--- src/rtl/bnn_infer_sequencer_if.sv ---
// UART-byte / XNOR-engine / UART-tx signal bundle seen by the BNN frame sequencer.
// The sequencer drives through master; the host/engine side connects to slave.
interface bnn_infer_sequencer_if #(
  parameter int VEC_W   = 64,
  parameter int CLS_W   = 3,
  parameter int SCORE_W = 7
);
  logic [7:0]         rx_data;
  logic               rx_valid;
  logic               rx_ready;
  logic               rx_overrun;
  logic [VEC_W-1:0]   eng_vec;
  logic [CLS_W-1:0]   eng_class;
  logic               eng_start;
  logic               eng_done;
  logic [SCORE_W-1:0] eng_score;
  logic [7:0]         tx_data;
  logic               tx_valid;
  logic               tx_ready;
  logic               busy;

  modport master (
    input  rx_data, rx_valid, eng_done, eng_score, tx_ready,
    output rx_ready, rx_overrun, eng_vec, eng_class, eng_start, tx_data, tx_valid, busy
  );

  modport slave (
    output rx_data, rx_valid, eng_done, eng_score, tx_ready,
    input  rx_ready, rx_overrun, eng_vec, eng_class, eng_start, tx_data, tx_valid, busy
  );
endinterface

--- src/rtl/bnn_infer_sequencer.sv ---
// Collects IN_BYTES into a vector, runs the engine once per class, returns {best class, best score}.
// All outputs registered: start 1 cycle after last byte/done; tx bytes hold until tx_ready.
module bnn_infer_sequencer #(
  parameter int IN_BYTES  = 8,
  parameter int N_CLASSES = 5,
  parameter int CLS_W     = 3,
  parameter int SCORE_W   = 7
) (
  input logic clk,
  input logic rst,
  bnn_infer_sequencer_if.master bus
);

  localparam int CNT_W = (IN_BYTES > 1) ? $clog2(IN_BYTES) : 1;

  localparam logic [2:0] S_LOAD  = 3'd0;
  localparam logic [2:0] S_START = 3'd1;
  localparam logic [2:0] S_WAIT  = 3'd2;
  localparam logic [2:0] S_SEND0 = 3'd3;
  localparam logic [2:0] S_SEND1 = 3'd4;

  logic [2:0]         state;
  logic [2:0]         state_nx;
  logic [CNT_W-1:0]   cnt;
  logic [CLS_W-1:0]   best_cls;
  logic [CLS_W-1:0]   best_cls_nx;
  logic [SCORE_W-1:0] best_score;
  logic [SCORE_W-1:0] best_score_nx;
  logic               byte_acc;
  logic               last_byte;
  logic               last_class;
  logic               tx_fire;

  always_comb begin
    byte_acc      = (state == S_LOAD) && bus.rx_valid;
    last_byte     = (cnt == CNT_W'(IN_BYTES - 1));
    last_class    = (bus.eng_class == CLS_W'(N_CLASSES - 1));
    tx_fire       = bus.tx_valid && bus.tx_ready;
    state_nx      = state;
    best_cls_nx   = best_cls;
    best_score_nx = best_score;
    case (state)
      S_LOAD: begin
        if (byte_acc && last_byte) begin
          state_nx      = S_START;
          best_cls_nx   = '0;
          best_score_nx = '0;
        end
      end
      S_START: state_nx = S_WAIT;
      S_WAIT: begin
        if (bus.eng_done) begin
          // Strict compare: on a tie the earlier (lower) class index wins.
          if (bus.eng_score > best_score) begin
            best_cls_nx   = bus.eng_class;
            best_score_nx = bus.eng_score;
          end
          state_nx = last_class ? S_SEND0 : S_START;
        end
      end
      S_SEND0: if (tx_fire) state_nx = S_SEND1;
      S_SEND1: if (tx_fire) state_nx = S_LOAD;
      default: state_nx = S_LOAD;
    endcase
  end

  always_ff @(posedge clk) begin
    if (rst) begin
      state          <= S_LOAD;
      cnt            <= '0;
      best_cls       <= '0;
      best_score     <= '0;
      bus.eng_vec    <= '0;
      bus.eng_class  <= '0;
      bus.eng_start  <= 1'b0;
      bus.tx_valid   <= 1'b0;
      bus.tx_data    <= 8'h00;
      bus.rx_ready   <= 1'b1;
      bus.busy       <= 1'b0;
      bus.rx_overrun <= 1'b0;
    end else begin
      state      <= state_nx;
      best_cls   <= best_cls_nx;
      best_score <= best_score_nx;

      // Outputs are decoded from the next state so they are valid on entry.
      bus.rx_ready  <= (state_nx == S_LOAD);
      bus.busy      <= (state_nx != S_LOAD);
      bus.eng_start <= (state_nx == S_START);
      bus.tx_valid  <= (state_nx == S_SEND0) || (state_nx == S_SEND1);
      if (state_nx == S_SEND0)
        bus.tx_data <= 8'(best_cls_nx);
      else if (state_nx == S_SEND1)
        bus.tx_data <= 8'(best_score_nx);
      else
        bus.tx_data <= 8'h00;

      if (bus.rx_valid && !bus.rx_ready)
        bus.rx_overrun <= 1'b1;

      if (byte_acc) begin
        cnt <= last_byte ? '0 : cnt + CNT_W'(1);
        for (int k = 0; k < IN_BYTES; k++)
          if (cnt == CNT_W'(k))
            bus.eng_vec[8*k +: 8] <= bus.rx_data;
      end

      if (state == S_LOAD && state_nx == S_START)
        bus.eng_class <= '0;
      else if (state == S_WAIT && state_nx == S_START)
        bus.eng_class <= bus.eng_class + CLS_W'(1);
    end
  end

endmodule
--- src/flat_wrapper.sv ---
// flat-port wrapper written by rule: the top's interface ports become plain ports
module bnn_infer_sequencer_flat 
#(
  parameter int IN_BYTES  = 8,
  parameter int N_CLASSES = 5,
  parameter int CLS_W     = 3,
  parameter int SCORE_W   = 7
)
  (clk, rst, bus_rx_data, bus_rx_valid, bus_eng_done, bus_eng_score, bus_tx_ready, bus_rx_ready, bus_rx_overrun, bus_eng_vec, bus_eng_class, bus_eng_start, bus_tx_data, bus_tx_valid, bus_busy);
  bnn_infer_sequencer_if #(.CLS_W(CLS_W), .SCORE_W(SCORE_W)) bus_i ();
  input logic clk;
  input logic rst;
  input wire logic [$bits(bus_i.rx_data)-1:0] bus_rx_data;
  input wire logic [$bits(bus_i.rx_valid)-1:0] bus_rx_valid;
  input wire logic [$bits(bus_i.eng_done)-1:0] bus_eng_done;
  input wire logic [$bits(bus_i.eng_score)-1:0] bus_eng_score;
  input wire logic [$bits(bus_i.tx_ready)-1:0] bus_tx_ready;
  output wire logic [$bits(bus_i.rx_ready)-1:0] bus_rx_ready;
  output wire logic [$bits(bus_i.rx_overrun)-1:0] bus_rx_overrun;
  output wire logic [$bits(bus_i.eng_vec)-1:0] bus_eng_vec;
  output wire logic [$bits(bus_i.eng_class)-1:0] bus_eng_class;
  output wire logic [$bits(bus_i.eng_start)-1:0] bus_eng_start;
  output wire logic [$bits(bus_i.tx_data)-1:0] bus_tx_data;
  output wire logic [$bits(bus_i.tx_valid)-1:0] bus_tx_valid;
  output wire logic [$bits(bus_i.busy)-1:0] bus_busy;
  assign bus_i.rx_data = bus_rx_data;
  assign bus_i.rx_valid = bus_rx_valid;
  assign bus_i.eng_done = bus_eng_done;
  assign bus_i.eng_score = bus_eng_score;
  assign bus_i.tx_ready = bus_tx_ready;
  assign bus_rx_ready = bus_i.rx_ready;
  assign bus_rx_overrun = bus_i.rx_overrun;
  assign bus_eng_vec = bus_i.eng_vec;
  assign bus_eng_class = bus_i.eng_class;
  assign bus_eng_start = bus_i.eng_start;
  assign bus_tx_data = bus_i.tx_data;
  assign bus_tx_valid = bus_i.tx_valid;
  assign bus_busy = bus_i.busy;
  bnn_infer_sequencer #(.IN_BYTES(IN_BYTES), .N_CLASSES(N_CLASSES), .CLS_W(CLS_W), .SCORE_W(SCORE_W)) u_core (.clk(clk), .rst(rst), .bus(bus_i));
endmodule
--- config.mk ---
export PLATFORM = sky130hd
export DESIGN_NAME = bnn_infer_sequencer_flat
export DESIGN_NICKNAME = d
export VERILOG_FILES = /design/src/rtl/bnn_infer_sequencer_if.sv /design/src/rtl/bnn_infer_sequencer.sv /design/src/flat_wrapper.sv
export SDC_FILE = /design/constraint.sdc
export NUM_CORES = 1
export LEC_CHECK = 0
export CAP_MARGIN = 10
export CORE_UTILIZATION = 65
export DETAILED_ROUTE_END_ITERATION = 8
export DONT_BUFFER_PORTS = 1
export GPL_TIMING_DRIVEN = 0
export PLACE_DENSITY = 0.91
export SYNTH_ARGS = -nofsm -noshare
export SYNTH_HDL_FRONTEND = slang
export SYNTH_SLANG_ARGS = --single-unit
--- constraint.sdc ---
create_clock -name clk -period 4.65 [get_ports clk]
set_input_delay 0.93 -clock clk [delete_from_list [all_inputs] [get_ports clk]]
set_output_delay 0.93 -clock clk [all_outputs]
set_load 0.01 [all_outputs]
==> metrics <==
Worst R2R Path Depth 7; H-tree levels 3; GRT Total Usage roughly 28%; max cap viols 0; Worst EP arrival about 2600 ps; GPL Wtd Cong about 0.92; reg2reg end u_core.bus.tx_data[1]; Mapped Area approximately 3900 µm²; cts bufs inserted 9; xor/xnor share of the synthesized area less than 1%; Compound-Gate Fraction of Synth Area between 10 and 15%; Cells after DPL roughly 500; vias in the first global route between 2,000 and 3,000; ys flop type dfxtp_1; setup TNS 0 ps; Worst Path Required roughly 4900 ps; Area after DPL ~4000 µm²; post-synth top area share between 40% and 50%; Critical Path Start Type primary input; non-filler cells, final 520; library cells used by synthesis 47; post-detail-place hpwl between 6 and 7 mm; relative slew slack a little over half; Synth Area in Adders 4.802%; WL per Instance between 15 and 20 µm; critical path peak fanout 5; Die Wd around 80 µm; Place WS around 2000 ps; setup ws final ~2300 ps; RSZ-0062 raised after global routing no; core area roughly 5600 µm²; Routed WL around 9 mm; mux cell area share after synthesis under 10%; post_cts resized 0; DRT Pass-1 Iters 5; largest family of logic cells by synthesized area simple AND/OR/NAND/NOR gates; Starting Density between 60% and 70%; number of hold buffers added after cts 0; Clock Pin Slew Worst Setup and Hold Paths ~90 ps; share of cells above drive strength 1 between 10% and 20%; total I/O pin count 100; GRT overflow 0; global-route wire length before repair between 10 and 15 mm; Fmax around 0.43 GHz; synthesized area per cell approximately 9.0 µm²; Hold Vio Cnt, Final 0; top cells by count, synth dfxtp_1, nand2_1, a21oi_1; Mapped Cells between 400 and 500; peak supply drop roughly 0.18 mV; Vias per Instance around 6.1; most numerous cell in the Yosys netlist dfxtp_1; outcome completed; Period Utilization, post-route 49.99%; met2 usage between 40 and 50%; asr flop ratio synth 0%; Power Dens Cells between 300 and 400 nW/µm²; area growth from synthesis to layout 6.882%; Worst-Margin Slew slightly below 700 ps; Synth area leaders dfxtp_1, mux2i_1, nand2_1; Skew-Pair Late Insertion Delay about 360 ps; Seq/Total Area, Yosys between 40% and 50%; Post-synth EDFFs 0; worst setup path category in2reg; flops & latches, synth between 90 and 100; Antenna Nets Post-Route 0; Buffers on Ports 0; Setup crit end u_core.bus.tx_data[1]; Simple-Gate Fraction of Synth Area 20.68%; initial antenna violation count 0; Root Driver clkbuf_8; Crit. End Element register; post-CTS setup buffer count 0; CTS tree yes; largest net degree at the start of global routing 18; Yosys warnings 0; GR Util met1 roughly 35%; # setup viols final 0; Nets between 400 and 500; row cnt 27; gr busiest metal met2; Syn Nets 467; Final Skew just under 9 ps; R2R setup slack between 2000 and 2500 ps; leading area contributor after synthesis dfxtp_1; Initial DRC Count 226; worst r2r src u_core.best_score[5]; Hold Path Class reg2reg; post-route cell area approximately 4200 µm²; Pleak 0.001657 µW; DIE AREA between 6000 and 7000 µm²; routed via count roughly 3,200; die height 79.55 µm; max-slew violations 0; Clock Path Buffers 2; routing usage on met3 between 8 and 9%; antenna cells 0; DRC Markers 0; clock sink total 95; worst setup path startpoint bus_eng_score[6]; Tmin final 2324 ps
-- cell type report --
cell class	count	area (µm²)
flip-flops and latches	95	1902
multi-input cells	290	1762
fillers	417	1464
plain buffers	31	185.2
clock buffers	9	123.9
well taps	72	90.09
inverters	16	60.06
clock inverters	7	55.05
-- cells in the final DEF, fill, tap and decap left out, drive strengths merged, types with 2 or more instances in the layout --
cell | netlist | layout
dfxtp | 95 | 95
inv | 16 | 19
xnor2 | 2 | 2
clkinv | 0 | 2
and2 | 4 | 4
a211oi | 2 | 2
clkinvlp | 0 | 2
nor2 | 44 | 44
o211ai | 3 | 3
buf | 12 | 12
mux2i | 26 | 26
o21ai | 5 | 5
or2 | 4 | 4
nor3 | 7 | 7
ha | 15 | 15
nand3 | 44 | 44
clkbuf | 19 | 28
nand2 | 59 | 59
a32oi | 7 | 7
a21oi | 51 | 51
-- state kept, by name, indices dropped and copies added (netlist names) --
name                   count
u_core.bus.rx_ready        1
u_core.bus.eng_start       1
u_core.bus.tx_data         7
u_core.bus.eng_class       3
u_core.bus.tx_valid        1
u_core.bus.eng_vec        64
u_core.bus.rx_overrun      1
u_core.best_cls            3
u_core.state               3
u_core.bus.busy            1
u_core.best_score          7
u_core.cnt                 3
-- through the flow --
step / hold slack [ps] / util, % / power [µW]
6_report: 502.8 / 74.05 / 1452
5_1_grt: 527.2 / 74.05 / 1498
4_1_cts: 494.6 / 74.05 / 1449
3_5_place_dp: 479.1 / 70.88 / 966.2
3_3_place_gp: 465.5 / 70.88 / 961.5
2_1_floorplan: 442.5 / - / 940.1
-- worst max-delay path: stages --
cell and delay, ps:
ha_1 320, nand4_1 150, a211oi_1 380, o211ai_1 320
a32oi_1 370, o21ai_1 100
-- per-layer routing --
layer | wire length [µm] | up-vias
li1 | - | 1487
met3 | 898 | 24
met5 | 0 | -
met1 | 3629 | 1492
met4 | 188 | 0
met2 | 4055 | 160
-- power by group --
part           switching, µW  internal, µW  total (µW)
sequential              17.2           827         845
clock                    302           200         502
combinational           70.3          34.3         105
-- worst min-delay path by stage --
stage / cells after the start / to / from
floorplan: 2 / u_core.bus.tx_data[3] / u_core.best_score[3]
global placement: 2 / u_core.bus.tx_data[3] / u_core.best_score[3]
detailed placement: 2 / u_core.bus.tx_data[5] / u_core.best_score[5]
CTS: 2 / u_core.bus.tx_data[5] / u_core.best_score[5]
global route: 2 / u_core.bus.tx_data[4] / u_core.best_score[4]
finish: 2 / u_core.bus.tx_data[3] / u_core.best_score[3]
-- cell families (layout without fill, tap and decap cells) --
family / after synthesis / after routing
compound gates: 76 / 76
xor+xnor: 2 / 2
mux: 26 / 26
fa+ha+maj: 15 / 15
buf+inv: 47 / 63
flops: 95 / 95
other cells: 1 / 1
simple gates: 170 / 170
Note: power is estimated with default switching activity, not from simulation.
